--- src/rtl/regfile_pkg.sv ---
// ----------------------------------------------------------------------------
// regfile_pkg
//  Shared types and default sizes for the register-bank request controller.
//  Contents:
//    NREG_DEFAULT / DW_DEFAULT / AW_DEFAULT : default bank geometry
//    state_t                                : controller FSM states
//    req_t                                  : one request at default geometry,
//                                             for issue logic built at defaults
// ----------------------------------------------------------------------------
package regfile_pkg;

    localparam int NREG_DEFAULT = 8;
    localparam int DW_DEFAULT   = 32;
    localparam int AW_DEFAULT   = $clog2(NREG_DEFAULT);

    typedef enum logic [1:0] {
        IDLE   = 2'd0,
        ACCESS = 2'd1,
        RESP   = 2'd2
    } state_t;

    typedef struct packed {
        logic                  wr;
        logic [AW_DEFAULT-1:0] waddr;
        logic [DW_DEFAULT-1:0] wdata;
        logic                  rd_a;
        logic [AW_DEFAULT-1:0] raddr_a;
        logic                  rd_b;
        logic [AW_DEFAULT-1:0] raddr_b;
    } req_t;

endpackage

--- src/rtl/regfile_port_ctrl_onehot_decoder.sv ---
// ----------------------------------------------------------------------------
// onehot_decoder
//  Binary index to one-hot vector, gated by an enable. All zeros when en=0.
//  Ports:
//    en      in  1   gate; output is zero when low
//    addr    in  AW  index of the bit to set
//    onehot  out N   one-hot (en=1) or zero (en=0)
// ----------------------------------------------------------------------------
module onehot_decoder #(
    parameter int AW = 3,
    parameter int N  = 1 << AW
) (
    input  logic          en,
    input  logic [AW-1:0] addr,
    output logic [N-1:0]  onehot
);

    // NOTE: every output of a combinational block gets a default before any
    // conditional assignment; a path that leaves it unassigned infers a latch.
    always_comb begin
        onehot = '0;
        if (en) begin
            onehot[addr] = 1'b1;
        end
    end

endmodule

--- src/rtl/regfile_port_ctrl.sv ---
// ----------------------------------------------------------------------------
// regfile_port_ctrl
//  Request-side controller for a bank of NREG two-read-port registers that
//  share tri-state read buses A and B. One write + dual-read request is taken
//  per valid/ready handshake, driven onto the bank for exactly one ACCESS
//  cycle, and the bus values are captured into a response held until consumed.
//
//  Optional feature: define REGFILE_BYPASS_EN to return the new write data on
//  a read port whose address matches the write address in the same request.
//  Without it such a read returns the pre-write contents seen on the bus.
//
//  Ports:
//    clk, rst                 clock; asynchronous active-high reset
//    req_valid / req_ready    request handshake (ready only in IDLE)
//    req_wr, req_waddr,       write enable, index, data
//    req_wdata
//    req_rdA, req_raddrA      port-A read enable, index
//    req_rdB, req_raddrB      port-B read enable, index
//    rsp_valid / rsp_ready    response handshake
//    rsp_dataA, rsp_dataB     captured read data (0 for an unrequested port)
//    bank_D                   shared write data bus (0 outside ACCESS)
//    bank_wr_en               one-hot write enables (ACCESS only)
//    bank_rdA, bank_rdB       one-hot read enables (ACCESS only)
//    bus_a, bus_b             shared read buses from the bank
// ----------------------------------------------------------------------------
module regfile_port_ctrl
    import regfile_pkg::*;
#(
    parameter  int NREG = NREG_DEFAULT,
    parameter  int DW   = DW_DEFAULT,
    localparam int AW   = $clog2(NREG)
) (
    input  logic            clk,
    input  logic            rst,

    input  logic            req_valid,
    output logic            req_ready,
    input  logic            req_wr,
    input  logic [AW-1:0]   req_waddr,
    input  logic [DW-1:0]   req_wdata,
    input  logic            req_rdA,
    input  logic [AW-1:0]   req_raddrA,
    input  logic            req_rdB,
    input  logic [AW-1:0]   req_raddrB,

    output logic            rsp_valid,
    input  logic            rsp_ready,
    output logic [DW-1:0]   rsp_dataA,
    output logic [DW-1:0]   rsp_dataB,

    output logic [DW-1:0]   bank_D,
    output logic [NREG-1:0] bank_wr_en,
    output logic [NREG-1:0] bank_rdA,
    output logic [NREG-1:0] bank_rdB,
    input  logic [DW-1:0]   bus_a,
    input  logic [DW-1:0]   bus_b
);

    // Latched request at this instance's geometry (same layout as req_t).
    typedef struct packed {
        logic          wr;
        logic [AW-1:0] waddr;
        logic [DW-1:0] wdata;
        logic          rd_a;
        logic [AW-1:0] raddr_a;
        logic          rd_b;
        logic [AW-1:0] raddr_b;
    } lat_req_t;

    state_t   state;
    state_t   state_next;
    lat_req_t req_q;
    logic     accept;
    logic     in_access;
    logic [DW-1:0] cap_a;
    logic [DW-1:0] cap_b;

    // ------------------------------------------------------------------
    // FSM: state register
    // ------------------------------------------------------------------
    // NOTE: sequential state uses non-blocking assignments so every flop
    // samples pre-edge values regardless of block ordering.
    always_ff @(posedge clk or posedge rst) begin
        if (rst) begin
            state <= IDLE;
        end else begin
            state <= state_next;
        end
    end

    // ------------------------------------------------------------------
    // FSM: next state and state-decoded outputs
    // ------------------------------------------------------------------
    always_comb begin
        state_next = state;
        accept     = 1'b0;
        in_access  = 1'b0;
        rsp_valid  = 1'b0;
        // Ready is gated by rst so nothing is advertised while held in reset.
        req_ready  = (state == IDLE) && !rst;

        case (state)
            IDLE: begin
                if (req_valid && req_ready) begin
                    accept     = 1'b1;
                    state_next = ACCESS;
                end
            end
            ACCESS: begin
                in_access  = 1'b1;
                state_next = RESP;
            end
            RESP: begin
                rsp_valid = 1'b1;
                if (rsp_ready) begin
                    state_next = IDLE;
                end
            end
            default: begin
                state_next = IDLE;
            end
        endcase
    end

    // ------------------------------------------------------------------
    // Request latch: fields are held for the whole ACCESS cycle so the
    // issue side may change its inputs right after the handshake.
    // ------------------------------------------------------------------
    always_ff @(posedge clk or posedge rst) begin
        if (rst) begin
            req_q <= '0;
        end else if (accept) begin
            req_q <= '{
                wr:      req_wr,
                waddr:   req_waddr,
                wdata:   req_wdata,
                rd_a:    req_rdA,
                raddr_a: req_raddrA,
                rd_b:    req_rdB,
                raddr_b: req_raddrB
            };
        end
    end

    // ------------------------------------------------------------------
    // Bank drive: enables exist only in ACCESS. They are decoded from the
    // state register, so an async reset clears them without waiting for
    // an edge and the write can never land.
    // ------------------------------------------------------------------
    onehot_decoder #(.AW(AW), .N(NREG)) u_dec_wr (
        .en     (in_access && req_q.wr),
        .addr   (req_q.waddr),
        .onehot (bank_wr_en)
    );

    onehot_decoder #(.AW(AW), .N(NREG)) u_dec_rd_a (
        .en     (in_access && req_q.rd_a),
        .addr   (req_q.raddr_a),
        .onehot (bank_rdA)
    );

    onehot_decoder #(.AW(AW), .N(NREG)) u_dec_rd_b (
        .en     (in_access && req_q.rd_b),
        .addr   (req_q.raddr_b),
        .onehot (bank_rdB)
    );

    assign bank_D = in_access ? req_q.wdata : '0;

    // ------------------------------------------------------------------
    // Capture values. The bus carries the register's pre-write contents
    // during ACCESS; the bypass build substitutes the new data on a
    // matching address while still asserting the read enable.
    // ------------------------------------------------------------------
    always_comb begin
        cap_a = '0;
        cap_b = '0;
        if (req_q.rd_a) begin
`ifdef REGFILE_BYPASS_EN
            cap_a = (req_q.wr && (req_q.raddr_a == req_q.waddr)) ? req_q.wdata : bus_a;
`else
            cap_a = bus_a;
`endif
        end
        if (req_q.rd_b) begin
`ifdef REGFILE_BYPASS_EN
            cap_b = (req_q.wr && (req_q.raddr_b == req_q.waddr)) ? req_q.wdata : bus_b;
`else
            cap_b = bus_b;
`endif
        end
    end

    // Response data is captured at the edge closing ACCESS and held
    // through RESP (and IDLE) until the next request's capture.
    always_ff @(posedge clk or posedge rst) begin
        if (rst) begin
            rsp_dataA <= '0;
            rsp_dataB <= '0;
        end else if (in_access) begin
            rsp_dataA <= cap_a;
            rsp_dataB <= cap_b;
        end
    end

endmodule
--- config.mk ---
export PLATFORM = sky130hd
export DESIGN_NAME = regfile_port_ctrl
export DESIGN_NICKNAME = d
export VERILOG_FILES = /design/src/rtl/regfile_pkg.sv /design/src/rtl/regfile_port_ctrl_onehot_decoder.sv /design/src/rtl/regfile_port_ctrl.sv
export SDC_FILE = /design/constraint.sdc
export NUM_CORES = 1
export LEC_CHECK = 0
export ABC_CLOCK_PERIOD_IN_PS = 9300
export CAP_MARGIN = 40
export CORE_ASPECT_RATIO = 1.5
export CORE_MARGIN = 1
export CORE_UTILIZATION = 40
export DETAILED_ROUTE_END_ITERATION = 16
export GPL_TIMING_DRIVEN = 0
export PLACE_DENSITY = 0.77
export SLEW_MARGIN = 20
export SYNTH_ARGS = -nofsm -noshare
export SYNTH_HDL_FRONTEND = slang
export SYNTH_SLANG_ARGS = --single-unit
export TNS_END_PERCENT = 1
--- constraint.sdc ---
create_clock -name clk -period 9.3 [get_ports clk]
set_input_delay 1.395 -clock clk [delete_from_list [all_inputs] [get_ports clk]]
set_output_delay 1.395 -clock clk [all_outputs]
set_load 0.01 [all_outputs]
### Word-level counts from Yosys, hierarchy flattened

Cells that the tools add are included.

| storage, ports and cells | value |
|---|---|
| bits in registers | 110 |
| output and inout port bits | 122 |
| word-level logic and storage cells | 50 |
| input port bits | 112 |

| operators by class | value |
|---|---|
| magnitude comparators | 6 |
| reductions and logical operators | 11 |
| eq/ne operators | 4 |
| mux-type cells | 19 |

Operator list:

| cell | number |
|---|---|
| 32-bit two-way mux | 3 |
| 8-bit two-way mux | 3 |
| 3-bit by 4-bit < comparator with 1-bit output, second input constant | 3 |
| 1-bit demux with 3-bit select | 3 |
| 3-bit by 1-bit >= comparator with 1-bit output, second input constant | 3 |
| 1-bit logical AND | 8 |
| 1-bit two-way mux | 7 |
| 2-bit case mux with 3 select lines | 1 |
| 2-bit two-way mux | 2 |
| 2-bit by 1-bit == test with 1-bit output, second input constant | 1 |
| 2-bit == test, second input constant | 1 |
| 2-bit zero test | 1 |
| 2-bit by 1-bit inequality test with 1-bit output, second input constant | 1 |
| 2-bit inequality test, second input constant | 1 |
| 2-bit AND reduction | 1 |
| 1-bit zero test | 1 |

### Depth between registers and ports, before layout

| logic depth | value |
|---|---|
| word-level depth | 5 |
| gate-level depth with buffers | 6 |

### Cells and area by module

Synthesis repeated with hierarchy kept, for this count alone.

| second synthesis, totals | value |
|---|---|
| cells, all modules | 436 |
| area, all modules | 5256.3 um2 |

By module, submodules not included:

| module | instances | area each (um2) | cells an instance | sequential area each (um2) |
|---|---|---|---|---|
| regfile_port_ctrl | 1 | 4971.0 | 412 | 2752.6 |
| onehot_decoder | 3 | 95.1 | 8 | 0.0 |

### Worst setup path after synthesis

No wires, ideal clock.

| path | value |
|---|---|
| path kind | input-to-output |
| start | input rst |
| end | output req_ready |
| path slack | 6.251 ns |
| data required time | 7.905 ns |
| data arrival time | 1.654 ns |
| stages | 1 |
| cell sequence | nor3_1 |

| on the way | value |
|---|---|
| longest elaborated chain between the ends | 2 |

RTL lines:

| element | line | source |
|---|---|---|
| from (decl) | regfile_port_ctrl.sv:34 | `input logic rst,` |
| 1-bit zero test (no line) | -- |  |
| 1-bit logical AND | regfile_port_ctrl.sv:100 | `req_ready = (state == IDLE) && !rst;` |
| to (decl) | regfile_port_ctrl.sv:37 | `output logic req_ready,` |

Every way passes these cells.

### Worst setup path after layout

Same ends and word-level chain as after synthesis.

==> metrics.csv <==
stage,metric,value,unit
status,status,"finished, final reports clean",
setup_path,reg2reg start,state[1],
power_and_ir_drop,Peak VDD IR,0.000125,V
clock_network,Post-CTS Repair Setup Buffers,0,
layout,number of diodes,0,
layout,layout cells sized above 1,10.9,%
detailed_routing,DR vias/cell,4.66,
synth,Syn Nets,561,
clock_network,H-Tree Depth,3,
power_and_ir_drop,Overall Power,0.00181,W
synth,register area share after synthesis,53.1,%
clock_network,cts hold-fix bufs,0,
synth,flop and latch count out of synthesis,110,
detailed_routing,DR iter-0 viols,84,
timing,Fmax,0.246,GHz
global_route,grt total ovfl,0,
layout,most frequent cells in the layout,"clkdlybuf4s50_1 (233), dfrtp_1 (110), nand2_1 (67)",
setup_path,Critical path origin,rst,
timing,Clock Skew,10.4,ps
clock_network,"Reg clk slew, reported paths",70,ps
run,Max Cap Viol,0,
setup_path,WP data required,7910,ps
floorplanning,Initial Utilization,41.3,%
setup_path,Crit path arrival time,2670,ps
place,DPL Wire Length,10300,um
detailed_routing,# DRC,0,
timing,max-slew headroom at the worst pin,67.9,%
synth,Synth cell types,21,
clock_network,post-CTS sizing,0,
layout,"most common cell after layout, fill and taps aside",clkdlybuf4s50_1,
setup_path,"Max FO, Critical Path",3,
timing,Final Hold Slack,509,ps
place,RePlAce Congestion,0.751,
floorplanning,site row count,50,
timing,setup TNS,0,ps
timing,worst slew pin tran,482,ps
clock_network,CTS tree,yes,
clock_network,CTS buffer count,9,
synth,mapped cell area,5190,um^2
detailed_routing,final antenna-violating net count,0,
detailed_routing,DR vias,3983,
setup_path,reg-to-reg endpoint,req_q[13],
synth,Yosys warnings,0,
clock_network,clk buf depth,2,
timing,final setup vio count,0,
clock_network,Clock Tree Root,clkbuf_16,
global_route,antenna violations before repair,0,
setup_path,Startpoint Class,input port,
detailed_routing,drt first pass iters,4,
global_route,first-pass GRT wire length,21400,um
timing,Final Slew Violations,0,
timing,Final Cycle Share,43.7,%
worst_hold_path,hold crit path type,flop to flop,
clock_network,CTS sink cnt,110,
synth,"area leader, netlist",dfrtp_1,
power_and_ir_drop,PwrDens,225,nW/um^2
synth,Post-Syn Instances,449,
floorplanning,Die Width,95.0,um
place,Port-buffer cells,233,
setup_path,Worst R2R Setup Slack,7650,ps
timing,Final min period,4060,ps
setup_path,crit path to,req_ready,
layout,Final #Nets,806,
floorplanning,# IOs,234,
setup_path,CP Class,input port to output port,
layout,area grow syn2layout,55.1,%
floorplanning,Core Area,12600,um^2
global_route,largest net degree at the start of global routing,62,
power_and_ir_drop,Leak,3.49,nW
detailed_routing,final wirelength,13500,um
synth,Synth top area share,53.1,%
global_route,vias in the first global route,4274,
setup_path,cells on worst reg2reg path,4,
setup_path,Crit. End Element,output port,
floorplanning,Die Y,141,um
global_route,GRT Util Overall,20.6,%
synth,syn avg cell area,11.6,um^2
clock_network,Worst-Skew Late Latency,350,ps
timing,final hold violation count,0,
timing,RSZ-0062 raised after global routing,false,
synth,dominant cells by area after synthesis,"dfrtp_1 (53%), mux2i_1 (12%), mux2_4 (11%)",
detailed_routing,Routed WL per cell,15.8,um
floorplanning,DIE AREA,13400,um^2
==> power by group <==
part           leakage, nW  switching, W  internal [W]
registers             1.36     0.0000931      0.000637
clock network        0.146      0.000183      0.000214
logic                 1.98      0.000277      0.000405
total                 3.49      0.000554       0.00126
==> cells in the mapped netlist <==
master / count
nand2_1: 67
dfrtp_1: 110
clkbuf_1: 11
inv_1: 66
mux2_4: 39
buf_6: 6
buf_12: 4
buf_4: 3
a21o_1: 1
nor4b_2: 1
nor2b_1: 1
nor2_1: 18
nand2b_1: 6
nor3_1: 7
and2_1: 32
mux2_2: 5
and2b_2: 1
buf_2: 1
nand4bb_1: 3
nand4b_1: 3
mux2i_1: 64
==> kinds of logic (layout without fill, tap and decap cells) <==
group | after synthesis | count (layout) | synth area share [%]
flip-flops | 110 | 110 | 53.1
buffers and inverters | 91 | 341 | 8.95
AND/OR/NAND/NOR | 139 | 139 | 13.1
multiplexers | 108 | 108 | 24.7
AO/OA/AOI/OAI | 1 | 1 | 0.145
==> metrics by stage <==
step | area [um^2] | util (%) | cells | setup slack (ps)
after floorplan | 5190 | - | 449 | 5000
after global placement | 7720 | 61.4 | 838 | 3340
after detailed placement | 7750 | 61.6 | 839 | 5250
after CTS | 8050 | 64.0 | 855 | 5230
after global routing | 8050 | 64.0 | 855 | 5120
final | 8050 | 64.0 | 855 | 5240
==> routing by layer <==
layer | vias to the layer above | part of all wire (%) | track usage [%]
met5 | - | 0 | 0
met4 | 0 | 2.5 | 7.42
met3 | 24 | 7.2 | 5.47
met2 | 155 | 52 | 37.8
met1 | 1913 | 38 | 22.2
li1 | 1891 | - | -
==> worst max-delay path: stages <==
cell	delay [ps]
clkdlybuf4s50_1	520
nor3_1	180
clkdlybuf4s50_1	570
==> flip-flops by register name, indices dropped and copies added (netlist names) <==
| signal | count |
|---|---|
| rsp_dataB | 32 |
| state | 2 |
| req_q | 44 |
| rsp_dataA | 32 |
==> worst min path at each step <==
stage | start | to | slack [ps] | cells past startpoint
floorplan | req_q[36] | req_q[36] | 470 | 1
global placement | req_q[20] | req_q[20] | 480 | 1
detailed placement | req_q[33] | req_q[33] | 490 | 1
CTS | req_q[38] | req_q[38] | 520 | 1
global route | req_q[39] | req_q[39] | 530 | 1
finish | req_q[39] | req_q[39] | 510 | 1
==> layout make-up <==
| cell class | count | area (um^2) |
|---|---|---|
| multi-input combinational | 248 | 1970 |
| timing repair buffer | 234 | 2360 |
| inverter | 66 | 253 |
| sequential | 110 | 2750 |
| fill | 997 | 4530 |
| clock inverter | 5 | 67.6 |
| buffer | 25 | 216 |
| tap | 156 | 195 |
| clock buffer | 11 | 233 |
No activity file was read; power rests on OpenSTA's default activity.
